[src/rtl/cpu_pkg.sv]
`default_nettype none
// ============================================================================
// Module  : cpu_pkg
// Brief   : Shared widths, writeback source indices and register-zero constant
// Revision: 1.0 - initial release
// ============================================================================
package cpu_pkg;
  localparam int DATA_W = 32;
  localparam int ADDR_W = 5;

  // Writeback source indices, also the values held by the round-robin pointer
  localparam int SRC_ALU = 0;
  localparam int SRC_MEM = 1;

  // Writes to this register are accepted but never reach the register file
  localparam logic [4:0] REG_ZERO = 5'd0;
endpackage
`default_nettype wire

[src/rtl/rr_arb2.sv]
`default_nettype none
// ============================================================================
// Module  : rr_arb2
// Brief   : Two-requester round-robin arbiter with one-hot grant and pointer
// Revision: 1.0 - initial release
// ============================================================================
module rr_arb2
  import cpu_pkg::*;
(
  input  logic       clk,
  input  logic       reset,
  input  logic       hold,
  input  logic [1:0] req,
  output logic [1:0] grant
);

  logic r_rr;
  logic w_contend;

  assign w_contend = req[SRC_ALU] & req[SRC_MEM];

  // Grant: nothing under hold, the lone requester, or the pointer's pick on contention
  always_comb begin
    grant = 2'b00;
    if (!hold) begin
      if (w_contend) begin
        grant = r_rr ? 2'b10 : 2'b01;
      end else begin
        grant = req;
      end
    end
  end

  // Pointer moves to the loser only when a contended grant actually happens
  always_ff @(posedge clk or negedge reset) begin
    if (!reset) begin
      r_rr <= 1'(SRC_ALU);
    end else if (!hold && w_contend) begin
      r_rr <= grant[SRC_ALU] ? 1'(SRC_MEM) : 1'(SRC_ALU);
    end
  end

endmodule
`default_nettype wire

[src/rtl/wb_write_arbiter.sv]
`default_nettype none
// ============================================================================
// Module  : wb_write_arbiter
// Brief   : Arbitrates ALU and memory writebacks onto the single register-file
//           write port, with a registered output stage and read bypass
// Revision: 1.0 - initial release
// ============================================================================
module wb_write_arbiter
  import cpu_pkg::*;
#(
  parameter int DATA_W = cpu_pkg::DATA_W,
  parameter int ADDR_W = cpu_pkg::ADDR_W
) (
  input  logic              clk,
  input  logic              reset,
  input  logic              hold,
  input  logic              aluValid,
  input  logic [ADDR_W-1:0] aluAddr,
  input  logic [DATA_W-1:0] aluData,
  output logic              aluReady,
  input  logic              memValid,
  input  logic [ADDR_W-1:0] memAddr,
  input  logic [DATA_W-1:0] memData,
  output logic              memReady,
  output logic [ADDR_W-1:0] writeAddr,
  output logic [DATA_W-1:0] writeData,
  output logic              writeEnable,
  input  logic [ADDR_W-1:0] readAddr1,
  input  logic [ADDR_W-1:0] readAddr2,
  output logic              byp1,
  output logic              byp2,
  output logic [DATA_W-1:0] bypData1,
  output logic [DATA_W-1:0] bypData2
);

  logic [1:0]        w_grant;
  logic [ADDR_W-1:0] w_selAddr;
  logic [DATA_W-1:0] w_selData;
  logic              w_load;
  logic              r_writeEnable;
  logic [ADDR_W-1:0] r_writeAddr;
  logic [DATA_W-1:0] r_writeData;

  rr_arb2 u_arb (
    .clk   (clk),
    .reset (reset),
    .hold  (hold),
    .req   ({memValid, aluValid}),
    .grant (w_grant)
  );

  assign aluReady = w_grant[SRC_ALU];
  assign memReady = w_grant[SRC_MEM];

  // Winner's request; register-zero grants are consumed without loading a write
  assign w_selAddr = w_grant[SRC_MEM] ? memAddr : aluAddr;
  assign w_selData = w_grant[SRC_MEM] ? memData : aluData;
  assign w_load    = (|w_grant) && (w_selAddr != ADDR_W'(REG_ZERO));

  // Output stage: address and data are zeroed whenever no write is issued
  always_ff @(posedge clk or negedge reset) begin
    if (!reset) begin
      r_writeEnable <= 1'b0;
      r_writeAddr   <= '0;
      r_writeData   <= '0;
    end else if (w_load) begin
      r_writeEnable <= 1'b1;
      r_writeAddr   <= w_selAddr;
      r_writeData   <= w_selData;
    end else begin
      r_writeEnable <= 1'b0;
      r_writeAddr   <= '0;
      r_writeData   <= '0;
    end
  end

  assign writeEnable = r_writeEnable;
  assign writeAddr   = r_writeAddr;
  assign writeData   = r_writeData;

  // Bypass the write in flight to readers of the same non-zero register
  always_comb begin
    byp1     = r_writeEnable && (r_writeAddr == readAddr1) && (readAddr1 != ADDR_W'(REG_ZERO));
    byp2     = r_writeEnable && (r_writeAddr == readAddr2) && (readAddr2 != ADDR_W'(REG_ZERO));
    bypData1 = byp1 ? r_writeData : '0;
    bypData2 = byp2 ? r_writeData : '0;
  end

endmodule
`default_nettype wire
[config.mk]
export PLATFORM = sky130hd
export DESIGN_NAME = wb_write_arbiter
export DESIGN_NICKNAME = d
export VERILOG_FILES = /design/src/rtl/cpu_pkg.sv /design/src/rtl/rr_arb2.sv /design/src/rtl/wb_write_arbiter.sv
export SDC_FILE = /design/constraint.sdc
export NUM_CORES = 1
export LEC_CHECK = 0
export BUFFER_PORTS_ARGS = -buffer_cell sky130_fd_sc_hd__buf_2
export CORE_ASPECT_RATIO = 0.6
export CORE_MARGIN = 2
export CORE_UTILIZATION = 40
export DETAILED_ROUTE_END_ITERATION = 16
export GPL_TIMING_DRIVEN = 0
export HOLD_SLACK_MARGIN = 0.15
export PLACE_DENSITY_LB_ADDON = 0.3
export SETUP_SLACK_MARGIN = 0.3
export SLEW_MARGIN = 10
export SYNTH_ARGS = -nofsm -noshare
export SYNTH_HDL_FRONTEND = slang
export SYNTH_SLANG_ARGS = --single-unit
[constraint.sdc]
create_clock -name clk -period 4.23 [get_ports clk]
set_clock_uncertainty 0.1 [all_clocks]
set_input_delay 0.2115 -clock clk [delete_from_list [all_inputs] [get_ports clk]]
set_output_delay 0.2115 -clock clk [all_outputs]
set_load 0.01 [all_outputs]
==> results.tsv <==
stage	metric	value	unit
detailed_routing	drt_drc_violations_left	0	
placed_design	place.gp.congestion	0.872	
synthesis	synth_warnings	0	
synthesis	synth_xor_area_frac	0.0318	
global_route	antenna_found_initial	0	
sta	final-setup-viol-count	0	
synthesis	synth_top_family_by_area	simple AND/OR/NAND/NOR gates	
synthesis	synthSimpleGateAreaFrac	0.414	
die	die_y	65.0	um
sta	timing.fmax	0.407	GHz
sta	timing.final.hold_violations	0	
layout	fin_nets	684	
synthesis	synth_seq_cells	39	
clock_network	root_buffer	clkbuf_8	
setup_path	cp-endpoint	writeData[30]$_DFF_PN0_	
clock_network	clock-sinks	39	
global_route	gr-usage-all-layers	0.293	
detailed_routing	vias_per_cell	5.09	
synthesis	synth_area	2480	um2
synthesis	synth_flop_cell	dfrtp_1	
clock_network	clockBufferDepth	2	
pwr	finalPower	1.11	mW
setup_path	max_stage_delay	0.59	ns
sta	worst_pin_slew	0.877	ns
setup_path	path_cells	dlygate4sd3_1 > buf_2 > o21bai_1 > clkbuf_1 > clkbuf_1 > a21oi_1 > dlygate4sd3_1	
clock_network	htreeDepth	2	
setup_path	arrival	2.52	ns
sta	setup_slack	1.77	ns
layout	final_util	0.734	
setup_path	critPathLaunch	hold	
sta	rsz0062_at_grt	false	
setup_path	r2r_end	writeData[30]$_DFF_PN0_	
clock_network	cts_inserted_buffers	5	
synthesis	synth_edf_count	0	
detailed_routing	drt_wl_total	10200	um
hold_path	min_path_type	reg -> reg	
sta	relSlewSlack	0.416	
clock_network	clk_latency	0.29	ns
global_route	grt_max_degree	40	
layout	area_growth	79.2	%
pwr	ir_worst_vdd	0.179	mV
synthesis	synth_cell_type_count	26	
setup_path	required	4.29	ns
layout	final_cells	680	
pwr	power_density	250	nW/um2
setup_path	cp-end-kind	register	
die	ios	195	
die	start_util	0.410	
placed_design	io_buffer_count	194	
setup_path	rr_startpoint	u_arb.r_rr$_DFFE_PN0P_	
synthesis	avgSynthCellArea	7.82	um2
setup_path	cp-start-kind	input pin	
synthesis	synth_nets	406	
status	outcome	completed	
detailed_routing	vias	3464	
synthesis	synthArstFlopShare	1.00	
die	die_area	6870	um2
synthesis	synthMuxAreaShare	0	
global_route	grt_pass1_vias	3236	
detailed_routing	detail-route-antenna-nets	0	
detailed_routing	drt_iter0_markers	254	
synthesis	synthTopCellsByCount	66 x nand3_1, 44 x nand2_1, 39 x dfrtp_1	
sta	maxSlewViolCount	0	
placed_design	hpwl	6820	um
synthesis	synthCells	317	
detailed_routing	wire_per_inst	15.0	um
global_route	grt_pass1_wl	15800	um
synthesis	synth.yosys.seq_area_share	0.394	
setup_path	r2r_slack	1.79	ns
clock_network	cts_tree	yes	
detailed_routing	first_pass_iters	5	
run	drv_cap	0	
die	die_width	106	um
sta	tns	0	ns
placed_design	preCtsSetupSlack	2.10	ns
placed_design	dp_cells	595	
synthesis	yosysMostFrequentCell	nand3_1	
layout	drive_above_1_share	0.379	
pwr	leakagePower	2.37	nW
sta	period_needed	2.46	ns
clock_network	clk_pin_slew	0.08	ns
synthesis	synth_adder_area_share	0	
synthesis	synth.top_cell.area_share	0.394	
synthesis	synth_compound_area_frac	0.0888	
die	core-area	6060	um2
synthesis	synth_largest_area_cell	dfrtp_1	
setup_path	crit_slowest_cell	dlygate4sd3_1	
setup_path	cp_max_fo	10	
setup_path	r2r_cells	7	
global_route	grt-ovfl-total	0	
setup_path	criticalPathCategory	in -> reg	
synthesis	netlist_top_cells_area	dfrtp_1 39%, nand3_1 13%, nor4_1 8.1%, a21oi_1 7.7%, nand2_1 6.7%	
sta	finalCritPeriodShare	0.580	
layout	diodes	0	
die	num_rows	22	
==> report_power, final <==
| part | switching, mW | internal [mW] | leakage (nW) |
|---|---|---|---|
| clock network | 0.129 | 0.191 | 0.0612 |
| logic | 0.184 | 0.169 | 1.79 |
| registers | 0.0316 | 0.405 | 0.515 |
| total | 0.344 | 0.765 | 2.37 |
==> area by class of cell <==
cell class	instances	area, um2
Buffer	34	166
Multi-Input combinational cell	241	1330
Clock buffer	6	82.6
Sequential cell	39	976
Timing Repair Buffer	271	1740
Tap cell	84	105
Fill cell	483	1610
Inverter	3	11.3
Clock inverter	2	35.0
==> flip-flops by register name, indices dropped and copies added, names as in the netlist <==
| signal | flops |
|---|---|
| writeAddr | 5 |
| writeData | 32 |
| u_arb.r_rr | 1 |
| writeEnable | 1 |
==> layer usage <==
layer | wire [um] | part of all wire | up-vias | track usage
met2 | 5110 | 0.50 | 169 | 0.517
li1 | - | - | 1662 | -
met3 | 762 | 0.075 | 22 | 0.0584
met1 | 4130 | 0.40 | 1611 | 0.367
met5 | 0 | 0 | - | 0
met4 | 206 | 0.020 | 0 | 0.0872
==> metrics by stage <==
step / instance area, um2 / hold slack (ns)
detailed placement: 3560 / 0.270
CTS: 4440 / 0.402
global route: 4440 / 0.443
global placement: 3560 / 0.267
finish: 4440 / 0.415
floorplan: 2480 / -0.184
==> repair_timing <==
action,4_1_cts,5_1_grt
resized for setup,0,0
hold endpoints to repair,77,0
buffers inserted,0,0
hold buffers,77,0
==> worst min path at each step <==
stage,to,cells after the start,from,slack (ns)
after detailed placement,writeData[6]$_DFF_PN0_,1,reset,0.27
final,u_arb.r_rr$_DFFE_PN0P_,1,u_arb.r_rr$_DFFE_PN0P_,0.41
after global routing,u_arb.r_rr$_DFFE_PN0P_,1,u_arb.r_rr$_DFFE_PN0P_,0.44
after CTS,writeEnable$_DFF_PN0_,5,memAddr[4],0.40
after global placement,writeData[6]$_DFF_PN0_,1,reset,0.27
after floorplan,u_arb.r_rr$_DFFE_PN0P_,0,reset,-0.18
==> layout by cell type, fill, tap and decap left out, drive strengths merged, types with 3 or more instances in the layout <==
cell type and instances:
buf 207, dlygate4sd3 77, nand3 66, nand2 44, a21oi 40, dfrtp 39, nor4 33, and2 33
clkbuf 27, xnor2 7, nor2 5, nor3 3, inv 3
==> cells by family after synthesis <==
kind of cell / after synthesis
AOI/OAI and AO/OA: 42
buffers and inverters: 37
DFF: 39
and+or+nand+nor: 190
xor gates and xnor gates: 9
==> critical path: cells and delay by family <==
| family | cells | cell delay, ns |
|---|---|---|
| AOI/OAI and AO/OA | 2 | 0.23 |
| buffers and inverters | 5 | 2.07 |
Power figures use the tool's default switching activity.
